**src/rtl/i2c_txn_sequencer.sv**
```systemverilog
// i2c_txn_sequencer: round-robin sequencer turning register read/write requests into I2C master command streams
// Optional per-command watchdog enabled by defining I2C_SEQ_TIMEOUT_EN.
module i2c_txn_sequencer #(
    parameter logic [15:0] DIVISOR_INIT   = 16'hFFFF,
    parameter logic [23:0] TIMEOUT_CYCLES = 24'd1000000
) (
    input  logic        clk,
    input  logic        rst_n,
    input  logic [1:0]  req_valid,
    output logic [1:0]  req_ready,
    input  logic [1:0]  req_rw,
    input  logic [13:0] req_dev,
    input  logic [15:0] req_reg,
    input  logic [15:0] req_wdata,
    output logic [1:0]  rsp_valid,
    output logic [7:0]  rsp_rdata,
    output logic        rsp_nack,
    output logic        rsp_err,
    input  logic        cfg_div_wr,
    input  logic [15:0] cfg_div,
    output logic [15:0] dbl_clock_divisor,
    output logic        cmd_valid,
    input  logic        cmd_ready,
    output logic [2:0]  cmd_op,
    output logic [7:0]  cmd_wdata,
    output logic        cmd_nack_last,
    input  logic        done_valid,
    input  logic [7:0]  done_rdata,
    input  logic        done_nack
);
    typedef enum logic [1:0] {IDLE, ISSUE, WAIT, RESP} state_t;
    localparam logic [2:0] OP_START = 3'd0, OP_WRITE = 3'd1, OP_READ = 3'd2, OP_STOP = 3'd3, OP_RESTART = 3'd4;

    state_t      state, state_nx;
    logic [2:0]  step, stop_step, op;
    logic        owner, last_grant, rw, nack, grant, gp, tmo, err_flag, pend;
    logic [6:0]  dev;
    logic [7:0]  reg_addr, wdata, rdata, wbyte;
    logic [15:0] pend_div;

    assign grant     = state == IDLE && |req_valid;
    assign gp        = &req_valid ? ~last_grant : req_valid[1];
    assign stop_step = rw ? 3'd6 : 3'd4;
    // Step index maps to op: write S,W,W,W,P / read S,W,W,RS,W,R,P
    assign op        = step == 3'd0 ? OP_START :
                       step == stop_step ? OP_STOP :
                       rw && step == 3'd3 ? OP_RESTART :
                       rw && step == 3'd5 ? OP_READ : OP_WRITE;
    assign wbyte     = step == 3'd1 ? {dev, 1'b0} : step == 3'd2 ? reg_addr : rw ? {dev, 1'b1} : wdata;

`ifdef I2C_SEQ_TIMEOUT_EN
    logic [23:0] wdog;
    logic        err;
    assign tmo      = (state == ISSUE || state == WAIT) && wdog == TIMEOUT_CYCLES - 24'd1;
    assign err_flag = err;
    always_ff @(posedge clk or negedge rst_n) begin
        if (!rst_n) begin
            wdog <= 24'd0;
            err  <= 1'b0;
        end else begin
            if (state_nx == ISSUE && state != ISSUE)
                wdog <= 24'd0;
            else if (state == ISSUE || state == WAIT)
                wdog <= wdog + 24'd1;
            if (grant)
                err <= 1'b0;
            else if (tmo)
                err <= 1'b1;
        end
    end
`else
    logic unused_tmo;
    assign unused_tmo = ^TIMEOUT_CYCLES;
    assign tmo        = 1'b0;
    assign err_flag   = 1'b0;
`endif

    always_ff @(posedge clk or negedge rst_n) begin
        if (!rst_n)
            state <= IDLE;
        else
            state <= state_nx;
    end

    always_comb begin
        state_nx = state;
        case (state)
            IDLE:    state_nx = grant ? ISSUE : IDLE;
            ISSUE:   state_nx = tmo ? RESP : cmd_ready ? WAIT : ISSUE;
            WAIT:    state_nx = tmo ? RESP : !done_valid ? WAIT : op == OP_STOP ? RESP : ISSUE;
            default: state_nx = IDLE;
        endcase
    end

    always_comb begin
        req_ready     = grant ? (gp ? 2'b10 : 2'b01) : 2'b00;
        cmd_valid     = state == ISSUE;
        cmd_op        = cmd_valid ? op : OP_START;
        cmd_wdata     = cmd_valid && op == OP_WRITE ? wbyte : 8'h00;
        cmd_nack_last = cmd_valid && op == OP_READ;
        rsp_valid     = state != RESP ? 2'b00 : owner ? 2'b10 : 2'b01;
        rsp_rdata     = state == RESP ? rdata : 8'h00;
        rsp_nack      = state == RESP && nack;
        rsp_err       = state == RESP && err_flag;
    end

    always_ff @(posedge clk or negedge rst_n) begin
        if (!rst_n) begin
            last_grant        <= 1'b1;
            owner             <= 1'b0;
            rw                <= 1'b0;
            dev               <= 7'h00;
            reg_addr          <= 8'h00;
            wdata             <= 8'h00;
            rdata             <= 8'h00;
            nack              <= 1'b0;
            step              <= 3'd0;
            dbl_clock_divisor <= DIVISOR_INIT;
            pend              <= 1'b0;
            pend_div          <= 16'h0000;
        end else begin
            if (grant) begin
                owner    <= gp;
                rw       <= gp ? req_rw[1] : req_rw[0];
                dev      <= gp ? req_dev[13:7] : req_dev[6:0];
                reg_addr <= gp ? req_reg[15:8] : req_reg[7:0];
                wdata    <= gp ? req_wdata[15:8] : req_wdata[7:0];
                step     <= 3'd0;
                nack     <= 1'b0;
                rdata    <= 8'h00;
            end
            if (tmo) begin
                nack  <= 1'b0;
                rdata <= 8'h00;
            end else if (state == WAIT && done_valid) begin
                if (op == OP_READ)
                    rdata <= done_rdata;
                if (op == OP_WRITE && done_nack) begin
                    nack <= 1'b1;
                    step <= stop_step;
                end else
                    step <= step + 3'd1;
            end
            if (state == RESP)
                last_grant <= owner;
            // Divisor only moves between transactions; mid-transaction writes wait for IDLE
            if (state == RESP) begin
                dbl_clock_divisor <= cfg_div_wr ? cfg_div : pend ? pend_div : dbl_clock_divisor;
                pend              <= 1'b0;
            end else if (cfg_div_wr && state == IDLE && !grant)
                dbl_clock_divisor <= cfg_div;
            else if (cfg_div_wr) begin
                pend     <= 1'b1;
                pend_div <= cfg_div;
            end
        end
    end
endmodule

```
**config.mk**
```make
export PLATFORM = sky130hd
export DESIGN_NAME = i2c_txn_sequencer
export DESIGN_NICKNAME = d
export VERILOG_FILES = /design/src/rtl/i2c_txn_sequencer.sv
export SDC_FILE = /design/constraint.sdc
export NUM_CORES = 1
export LEC_CHECK = 0
export CORE_MARGIN = 3
export CORE_UTILIZATION = 35
export CTS_CLUSTER_DIAMETER = 120
export DETAILED_ROUTE_END_ITERATION = 8
export GPL_TIMING_DRIVEN = 0
export PLACE_DENSITY_LB_ADDON = 0.08
export SLEW_MARGIN = 20
export SYNTH_ARGS = -nofsm -noshare
export SYNTH_HDL_FRONTEND = slang
export SYNTH_SLANG_ARGS = --single-unit
```
**constraint.sdc**
```tcl
create_clock -name clk -period 1.9 [get_ports clk]
set_clock_uncertainty 0.05 [all_clocks]
set_input_delay 0.38 -clock clk [delete_from_list [all_inputs] [get_ports clk]]
set_output_delay 0.38 -clock clk [all_outputs]
set_load 0.1 [all_outputs]
```
# Word level (Yosys, flattened, before mapping)

Index checks and enable logic that the tools add are counted.

Add/subtract/negate cells: 1
Multipliers: 0
Divide/modulo/power cells: 0
$lt $le $gt $ge: 0
Equality and inequality tests: 14
Shift-type cells: 0
Mux-type cells: 41
Bitwise logic cells: 3
Reduce and logical (&&, ||, !) cells: 21

Operators with widths:

| operator                                                              | number |
|---|---|
| 8-bit two-way mux                                                     | 10 |
| 16-bit two-way mux                                                    | 4 |
| 3-bit two-way mux                                                     | 7 |
| 2-bit two-way mux                                                     | 9 |
| 3-bit by 2-bit equality test with 1-bit output, second input constant | 4 |
| 1-bit logical AND                                                     | 10 |
| 1-bit two-way mux                                                     | 9 |
| 7-bit two-way mux                                                     | 1 |
| 3-bit by 1-bit equality test with 1-bit output, second input constant | 2 |
| 2-bit case mux with 3 select lines                                    | 1 |
| 2-bit AND reduction                                                   | 3 |
| 2-bit nonzero test                                                    | 3 |
| 2-bit equality test, second input constant                            | 2 |
| 2-bit != test, second input constant                                  | 2 |
| 3-bit by 1-bit adder with 3-bit output, second input constant         | 1 |
| 3-bit equality test                                                   | 1 |
| 3-bit equality test, second input constant                            | 1 |
| 3-bit zero test                                                       | 1 |
| 3-bit != test, second input constant                                  | 1 |
| 1-bit inverter                                                        | 3 |
| 3-bit AND reduction                                                   | 1 |
| 2-bit by 1-bit equality test with 1-bit output, second input constant | 1 |
| 2-bit zero test                                                       | 1 |
| 2-bit OR reduction                                                    | 1 |
| 1-bit zero test                                                       | 1 |

Bits in registers: 73
Bits in latches: 0
Bits in writable memories: 0
Bits in read-only memories: 0
Bits of input ports: 80
Output and inout port bits: 43
Word-level logic and storage cells: 93
Memories: 0

# Logic depth before layout (Yosys ltp)

Gate-level depths: netlist of the first run.

Depth after elaboration: 10
Mapped depth: 8

# Least setup slack after synthesis of the first run

Ideal clock, no wire load.

Path type: reg2out
Start: register step[0]
End: output port cmd_wdata[1]
Arrival time: 3.813 ns
Required time: 1.470 ns
Slack: -2.343 ns
Cell stages (with the launch flop): 9
Cells stage by stage: dfrtp_1 inv_1 ha_1 nand2b_1 clkbuf_1 a22oi_1 clkbuf_1 nor2_1 a311oi_1

Word-level cells in the longest chain between the ends: 9
Elaborated cells between the ends (all ways): 17

RTL lines:

| element                                        | RTL line | source |
|---|---|---|
| from (decl)                                    | 35       | `logic [2:0] step, stop_step, op;` |
| from (signal assigned)                         | 140      | `step <= stop_step;` |
| from (signal assigned)                         | 142      | `step <= step + 3'd1;` |
| 3-bit equality test                            | 48       | `rw && step == 3'd5 ? OP_READ : OP_WRITE;` |
| 1-bit logical AND                              | 48       |  |
| 2-bit two-way mux                              | 48       |  |
| 3-bit two-way mux                              | 47       | `rw && step == 3'd3 ? OP_RESTART :` |
| 3-bit two-way mux                              | 46       | `step == stop_step ? OP_STOP :` |
| 3-bit two-way mux                              | 45       | `assign op = step == 3'd0 ? OP_START :` |
| 3-bit by 1-bit equality test with 1-bit output | 99       | `cmd_wdata = cmd_valid && op == OP_WRITE ? wbyte : 8'h00;` |
| 1-bit logical AND                              | 99       |  |
| 8-bit two-way mux (*)                          | 99       |  |
| to (decl)                                      | 25       | `output logic [7:0] cmd_wdata,` |

Mark *: on every way between the ends. The rest lies on a longest branch, timed or not.

# Worst setup path after layout of the first run

Start: register step[0]
End: output port cmd_wdata[2]

The elaborated chain is that of the path after synthesis.

==> flow_summary.ini, run 1 <==
[route]
dr.pass1.iters = 4
vias = 3442
route.met2.wl_um = 5870
postRouteAntennaNets = 0
via_per_inst = 4.99
detail_route.iter0.violations = 135
top_layer_used = met4
drt-total-wl_um = 11500
dr_wl_met3_um = 423
wl_met1_um = 4970
wire_per_inst_um = 16.6
drc_errors = 0

[die]
die-area_um2 = 12200
pin_count = 123
start_util_pct = 36.5
fp.dieH_um = 111
fp-row-count = 37
core_area_um2 = 10500
die_w_um = 111

[layout]
areaGrowthSynthToFinish_pct = 78.9
multi_input_comb_area_um2 = 2280
n_antenna_cell = 0
fillers = 832
drive_above_1_share_pct = 46.9
regArea_um2 = 1850
nets = 634
utilization_pct = 65.2
final_cells = 690

[clock_network]
cts_root_buf = clkbuf_8
cts.sinks = 73
clk_pin_slew_ns = 0.08
cts_tree = yes
cts_max_level = 3
cts_buffer_depth = 2
insertion_delay_ns = 0.35
cts_buffers = 9

[yosys]
synth_enable_flop_cells = 0
yosysUniqueCellTypes = 47
yosysTopAreaCell = dfrtp_1
syn-cell-area_um2 = 3830
ys_async_sr_fraction_pct = 100
ys_warn_count = 0
seq_area_frac_synth_pct = 48.2
synth-seq-cells = 73
avgSynthCellArea_um2 = 10.6
syn-num-nets = 448
syn_inst = 363
synth_area_leaders = dfrtp_1 37%, dfstp_2 12%, mux2_2 8.5%, nand2_1 8.4%, mux2_4 7.8%
yosysTopAreaCellShare_pct = 36.6
ys.flop_type = dfrtp_1

[pwr]
ir_worst_vdd_uv = 1030
leakagePower_nw = 3.02
p_per_area_nw_per_um2 = 1690

[sta]
final.min_clock_period_ns = 2.67
fmax_ghz = 0.374
worst_pin_slew_ns = 0.542
final.setup.tns_ns = -13.55
relSlewSlack_pct = 64.0
hold_ws_ns = 0.411
grt_setup_unrepaired = true
fin_ws_ns = -0.774
maxSlewViolCount = 0
timing.final.crit_share_pct = 141
hold_viol = 0
final-setup-viol-count = 64

[setup_path]
critPathRequiredTime_ns = 1.47
endpoint_kind = primary output
cpPeakStageDelay_ns = 0.50
cpMaxStageDelayCell = dfrtp_2
critPathKind = flip-flop to primary output
worst-path-buf-inv = 2
path_delay_family = flip-flops
cp.arrival_ns = 2.24
worst_setup_path_start_kind = flip-flop
critPathMaxFanout = 6
path_cells = ha_4 -> ha_4 -> a32oi_4 -> nand3_4 -> buf_12 -> a311oi_4 -> buf_12

[placed_design]
gp_congestion = 0.776
dp_hpwl_um = 7280
dp_cells = 621
io_buffers = 121

[grt]
grt_antenna_before_repair = 0
grt_pass1_vias = 3486
grt_max_degree = 54
globalRouteOverflowTotal = 0
grt_pass1_wl_um = 18000
globalRouteTotalUtil_pct = 17.9

[status]
violations = negative setup slack
status = finished, violations left

[job]
drv_cap = 0

[hold_path]
hold_path_class = input pin to asynchronous set/reset pin
==> synth_stat cells (2+ instances only) <==
cell type,instances
a21o_1,3
a21oi_1,7
a22oi_1,26
a311oi_1,5
a32oi_1,3
and3_1,12
buf_1,2
buf_2,3
buf_4,2
buf_6,4
clkbuf_1,13
dfrtp_1,56
dfstp_2,17
ha_1,5
inv_1,4
mux2_2,29
mux2_4,20
nand2_1,86
nand2b_1,3
nand3_1,4
nor2_1,13
nor2b_1,4
nor3_1,4
o21a_1,2
o21ai_0,14
==> cell usage in the layout (no fill, tap or decap), types with 5 or more instances in the layout <==
master	netlist	layout
clkdlybuf4s15_2	0	5
buf_6	4	21
ha_4	0	5
buf_4	2	36
clkdlybuf4s18_2	0	9
buf_12	1	31
clkdlybuf4s50_1	0	77
o21ai_0	14	11
and3_4	0	12
dfrtp_1	56	54
clkbuf_8	0	12
a311oi_4	0	5
mux2_2	29	7
nor2_1	13	8
dfstp_2	17	17
a21oi_1	7	5
mux2_4	20	42
nand2_1	86	84
a22oi_1	26	25
==> state kept, by name, indices dropped and copies added (netlist names) <==
register	cells
rdata	8
last_grant	1
pend	1
nack	1
dbl_clock_divisor	16
rw	1
pend_div	16
dev	7
state	2
wdata	8
step	3
owner	1
reg_addr	8
==> per-stage QoR <==
stage / area [um2] / worst slack (ns) / total power [mW]
2_1_floorplan: 4090 / -1.13 / 7.27
3_3_place_gp: 5470 / -2.55 / 8.51
3_5_place_dp: 5490 / -1.64 / 8.59
4_1_cts: 6450 / -0.798 / 11.0
5_1_grt: 6860 / -0.849 / 12.2
6_report: 6860 / -0.774 / 11.6
==> timing repair <==
action	4_1_cts	5_1_grt
buffers inserted	30	25
resized for setup	342	64
hold endpoints to repair	18	0
hold buffers	1	0
setup endpoints to repair	81	96
pin swaps	17	14
cloned	1	3
==> routing by layer <==
metal,global-route usage (%),up-vias
met5,0,-
met4,5.91,0
met3,2.74,14
met2,30.6,88
met1,23.3,1690
li1,-,1650
==> where the power goes <==
group | internal [mW] | switching (mW) | total (mW)
registers | 2.33 | 0.417 | 2.75
logic | 3.22 | 4.35 | 7.58
clock network | 0.645 | 0.632 | 1.28
total | 6.20 | 5.40 | 11.6
==> logic make-up after synthesis <==
kind of cell,after synthesis,synth area share (%)
adder cells (fa/ha/maj),5,1.63
AND/OR/NAND/NOR,138,16.6
other,1,0.0978
buffers and inverters,30,4.73
AO/OA/AOI/OAI,66,12.2
XOR/XNOR,1,0.229
multiplexers,49,16.4
flip-flops,73,48.2
==> final timing paths <==
check	start	slack [ns]	endpoint	cells past startpoint
setup / recovery	step[0]	-0.77	cmd_wdata[2]	7
hold / removal	rst_n	0.41	pend_div[13]	2
setup reg to reg	state[0]	-0.23	rdata[7]	9
hold reg to reg	reg_addr[0]	0.42	reg_addr[0]	2
max in group asynchronous	rst_n	0.78	dbl_clock_divisor[1]	3
min in group clk	reg_addr[0]	0.42	reg_addr[0]	2
==> layout make-up <==
cell class              instances  area share [%]
clock inverters                 6           0.967
inverters                       4           0.383
well taps                     136            2.48
multi-input cells             260            33.2
plain buffers                  21            3.39
flip-flops and latches         73            27.0
clock buffers                  10            2.01
repair buffers                180            30.6
Power figures use the tool's default switching activity.
==> run 2: changes to the inputs <==
CORE_UTILIZATION = 32   (was 35)
==> run 2 against run 1 <==
- critical endpoint is now cmd_wdata[1]
- maximum frequency increased by 0.58%
- die area rose by 8.9%
- sequential cell count stayed put
- routed wire length up 1.1%
- the run still ends with negative setup slack left
- final area up 2.1%
- via count decreased by 0.67%
==> flow_summary.ini, run 2 (same netlist as run 1, synthesis figures left out) <==
[grt]
grt_pass1_wl_um = 17900
grt_antenna_before_repair = 0
top_usage_layer = met2
grt_pass1_vias = 3490
globalRouteOverflowTotal = 0
met1_usage_pct = 22.0
grt_max_degree = 54
globalRouteTotalUtil_pct = 17.0
gr-usage-met3_pct = 3.24
met2_usage_pct = 29.2

[sta]
timing.final.crit_share_pct = 140
final.min_clock_period_ns = 2.66
final.setup.tns_ns = -24.97
grt_setup_unrepaired = true
hold_viol = 0
final-setup-viol-count = 60
worst_pin_slew_ns = 0.553
relSlewSlack_pct = 63.3
fin_ws_ns = -0.759
fmax_ghz = 0.376
maxSlewViolCount = 0
hold_ws_ns = 0.408

[die]
fp.dieH_um = 115
die-area_um2 = 13300
fp-row-count = 39
die_w_um = 115
pin_count = 123
core_area_um2 = 11600
start_util_pct = 33.1

[pwr]
p_clk_share_pct = 13.2
p_total_mw = 11.9
p_seq_share_pct = 23.0
ir_worst_vdd_uv = 798
p_per_area_nw_per_um2 = 1710
switching_power_mw = 5.45
leakagePower_nw = 3.09
p_sw_share_pct = 45.7
p_comb_share_pct = 63.8
p_int_mw = 6.49

[route]
via_per_inst = 4.88
drt-total-wl_um = 11600
vias = 3419
drc_errors = 0
dr.pass1.iters = 4
postRouteAntennaNets = 0
wire_per_inst_um = 16.5
detail_route.iter0.violations = 133

[layout]
nets = 638
drive_above_1_share_pct = 49.3
areaGrowthSynthToFinish_pct = 82.6
most-common-layout-cells = 78 x nand2_1, 77 x clkdlybuf4s50_1, 54 x dfrtp_1
mostFrequentLayoutCell = nand2_1
finish.instance_area_um2 = 7000
n_antenna_cell = 0
reg_top3 = dbl_clock_divisor: 16 flops, pend_div: 16 flops

[setup_path]
critPathRequiredTime_ns = 1.47
worst_setup_path_start_kind = flip-flop
critPathKind = flip-flop to primary output
critPathMaxFanout = 6
cp.arrival_ns = 2.23
endpoint_kind = primary output

[job]
drv_cap = 0

[hold_path]
hold_path_class = flip-flop to flip-flop

[clock_network]
cts_tree = yes
cts_max_level = 3
cts.sinks = 73
cts_root_buf = clkbuf_16
clk_pin_slew_ns = 0.06
cts_buffers = 9
cts_buffer_depth = 2
insertion_delay_ns = 0.33

[status]
status = finished, violations left
violations = negative setup slack

[placed_design]
io_buffers = 121
gp_congestion = 0.795
placed_area_um2 = 5500
dp_hpwl_um = 7390
==> run 2: cell count changes in the layout (fill, tap and decap cells not counted), moves of 5 or more <==
cell	before	now
clkdlybuf4s15_2	5	16
clkbuf_8	12	1
buf_12	31	23
o21ai_2	0	5
buf_6	21	28
clkbuf_16	3	11
nand2_1	84	78
nand2_2	1	7
o21ai_0	11	4
clkdlybuf4s18_2	9	0
==> run 2: worst paths after layout <==
kind,depth (start not counted),start,slack [ns],endpoint
min in group asynchronous,2,rst_n,0.43,pend_div[8]
max,8,step[0],-0.76,cmd_wdata[1]
max in group asynchronous,3,rst_n,0.76,last_grant
min reg2reg,2,wdata[0],0.41,wdata[0]
max reg2reg,12,state[0],-0.53,dbl_clock_divisor[4]
min,2,wdata[0],0.41,wdata[0]
==> run 2: cell type report <==
type,count,area (um2)
multi-input combinational,260,2300
sequential,73,1850
fill,957,4570
clock buffer,10,229
buffer,22,258
clock inverter,6,42.5
timing repair buffer,183,2110
inverter,4,26.3
tap,143,179
==> run 2: critical path, cell delays in order, from the launching register on <==
cell      delay (ns)
dfrtp_2         0.48
ha_4            0.19
buf_8           0.12
o211ai_1        0.18
buf_4           0.15
nand3_4         0.11
buf_12          0.17
a311oi_4        0.26
buf_12          0.22
==> run 2: power by group through the flow <==
stage	Sequential (mW)	Combinational [mW]	Clock [mW]
3_5_place_dp	2.73	5.86	0
4_1_cts	2.74	7.06	1.61
6_report	2.75	7.62	1.58
2_1_floorplan	3.99	3.28	0
3_3_place_gp	2.72	5.79	0
5_1_grt	2.84	8.03	1.69
==> run 2: repair_timing <==
item	CTS	global route
buffers inserted	30	25
endpoints found under the hold margin	8	0
setup endpoints to repair	82	74
pin swaps	16	21
gates resized for setup	329	81
gates cloned	4	1
hold buffers	1	0
==> run 2: stage by stage <==
step / setup WS, ns / util (%) / std cells
after detailed placement: -1.72 / 47.6 / 628
after CTS: -0.770 / 56.7 / 676
after global placement: -2.62 / 47.4 / 627
after floorplan: -1.13 / - / 363
after global routing: -0.823 / 60.5 / 701
final: -0.759 / 60.5 / 701
==> run 2: routing by layer <==
metal	wire length (um)	share of wire (%)	up-vias
met5	0	0	-
met4	115	0.99	0
met1	5050	44	1673
met2	5960	51	80
met3	449	3.9	10
li1	-	-	1656
==> run 3: changes to the inputs <==
SLEW_MARGIN = 40   (was 20)
==> run 3 against run 2 <==
- cell count is 2.3% lower
- the run still ends with negative setup slack left
- register-to-register slack gained 0.12 ns
- hold slack better by 0.0010 ns
- combinational power is 6.6% lower
- sequential share of layout area rose by 0.93 points
- final area shrank 3.4%
==> flow_summary.ini, run 3 (same netlist as run 1, synthesis figures left out) <==
[status]
status = finished, violations left
violations = negative setup slack

[layout]
reg_top3 = dbl_clock_divisor: 16 flops, pend_div: 16 flops
mostFrequentLayoutCell = clkdlybuf4s50_1
areaGrowthSynthToFinish_pct = 76.4
nets = 622
most-common-layout-cells = 77 x clkdlybuf4s50_1, 76 x nand2_1, 54 x dfrtp_1
final_cells = 685
drive_above_1_share_pct = 47.8
n_antenna_cell = 0

[pwr]
p_sw_share_pct = 45.5
p_comb_share_pct = 60.8
switching_power_mw = 5.33
p_per_area_nw_per_um2 = 1730
ir_worst_vdd_uv = 831
p_int_mw = 6.37
p_total_mw = 11.7
p_clk_share_pct = 15.8
leakagePower_nw = 2.99
p_seq_share_pct = 23.4

[sta]
maxSlewViolCount = 0
fin_ws_ns = -0.719
timing.final.crit_share_pct = 138
final.min_clock_period_ns = 2.62
hold_viol = 0
grt_setup_unrepaired = true
final.setup.tns_ns = -19.57
fmax_ghz = 0.382
final-setup-viol-count = 52

[setup_path]
endpoint_kind = primary output
critPathKind = flip-flop to primary output
r2r-start = state[0]
critPathRequiredTime_ns = 1.47
cp.arrival_ns = 2.19
r2r_cells = 11
startpoint = step[1]
critPathMaxFanout = 7
worst_setup_path_start_kind = flip-flop

[route]
detail_route.iter0.violations = 146
postRouteAntennaNets = 0
vias = 3363
wire_per_inst_um = 16.5
via_per_inst = 4.91
drt-total-wl_um = 11300
drc_errors = 0
dr.pass1.iters = 4

[clock_network]
cts_buffer_depth = 2
clk_pin_slew_ns = 0.06
insertion_delay_ns = 0.33
cts_max_level = 3
cts_buffers = 9
cts.sinks = 73
cts_tree = yes
cts_root_buf = clkbuf_16

[die]
core_area_um2 = 11600
fp-row-count = 39
die_w_um = 115
fp.dieH_um = 115
start_util_pct = 33.1
die-area_um2 = 13300
pin_count = 123

[placed_design]
dp_hpwl_um = 7350
dp_cells = 628
gp_congestion = 0.795
io_buffers = 121

[hold_path]
hold_path_class = input pin to asynchronous set/reset pin

[grt]
globalRouteTotalUtil_pct = 17.1
grt_antenna_before_repair = 0
grt_pass1_vias = 3390
grt_pass1_wl_um = 17900
grt_max_degree = 55
globalRouteOverflowTotal = 0

[job]
drv_cap = 0
==> run 3: cell count changes in the layout (fill, tap and decap cells not counted), moves of 2 or more <==
cell / change
and3_4: +2
and3_2: -2
nand2_2: +3
clkdlybuf4s15_2: -16
buf_6: -7
buf_16: -2
buf_4: -7
bufinv_16: +2
buf_2: +15
nand2_1: -2
buf_12: +3
buf_8: -3
==> run 3: routing by layer <==
metal,vias up,track usage (%),part of all wire [%]
li1,1626,-,-
met1,1649,23.1,45
met2,81,27.9,50
met3,7,4.02,4.2
met4,0,4.30,0.64
met5,-,0,0
==> run 3: layout make-up <==
cell class | instances | area, um2
Fill cell | 979 | 4800
Tap cell | 143 | 179
Clock inverter | 6 | 90.1
Sequential cell | 73 | 1850
Multi-Input combinational cell | 260 | 2280
Clock buffer | 10 | 229
Timing Repair Buffer | 168 | 1860
Buffer | 21 | 249
Inverter | 4 | 23.8
==> run 3: power groups by stage <==
stage / registers [mW] / clock network (mW) / logic [mW]
after floorplan: 3.99 / 0 / 3.28
after global routing: 2.83 / 1.96 / 7.52
final: 2.74 / 1.85 / 7.12
after CTS: 2.72 / 1.89 / 6.77
after global placement: 2.72 / 0 / 5.79
after detailed placement: 2.72 / 0 / 5.60
==> run 3: worst max-delay path, cell delays in order, from the launching register on <==
cell and delay (ns):
dfrtp_2 0.45, inv_4 0.06, ha_4 0.16, buf_8 0.12, o211ai_1 0.16, buf_4 0.15, nand3_4 0.09, buf_12 0.17
a311oi_4 0.27, buf_12 0.22
==> run 3: repair_timing <==
action	CTS	global route
gates cloned	2	1
setup endpoints to repair	65	76
gates resized for setup	177	42
buffers inserted	27	15
hold buffers	1	0
pin swaps	17	21
hold endpoints to repair	7	0
==> run 3: worst paths after layout <==
check / end / slack, ns
worst min-delay path: pend_div[1] / 0.41
max in group asynchronous: last_grant / 0.82
worst max-delay path: cmd_wdata[1] / -0.72
min in group clk: wdata[0] / 0.41
worst max register to register: dbl_clock_divisor[4] / -0.41
worst min register to register: wdata[0] / 0.41
==> run 3: through the flow <==
stage               worst slack, ns  util (%)  instance area (um2)  hold WS (ns)
finish                       -0.719      58.5                 6760         0.409
detailed placement           -0.973      45.8                 5300         0.189
global placement              -2.62      47.4                 5480         0.405
floorplan                     -1.13         -                 4090        0.0344
CTS                          -0.746      56.2                 6500         0.409
global route                 -0.800      58.5                 6760         0.415
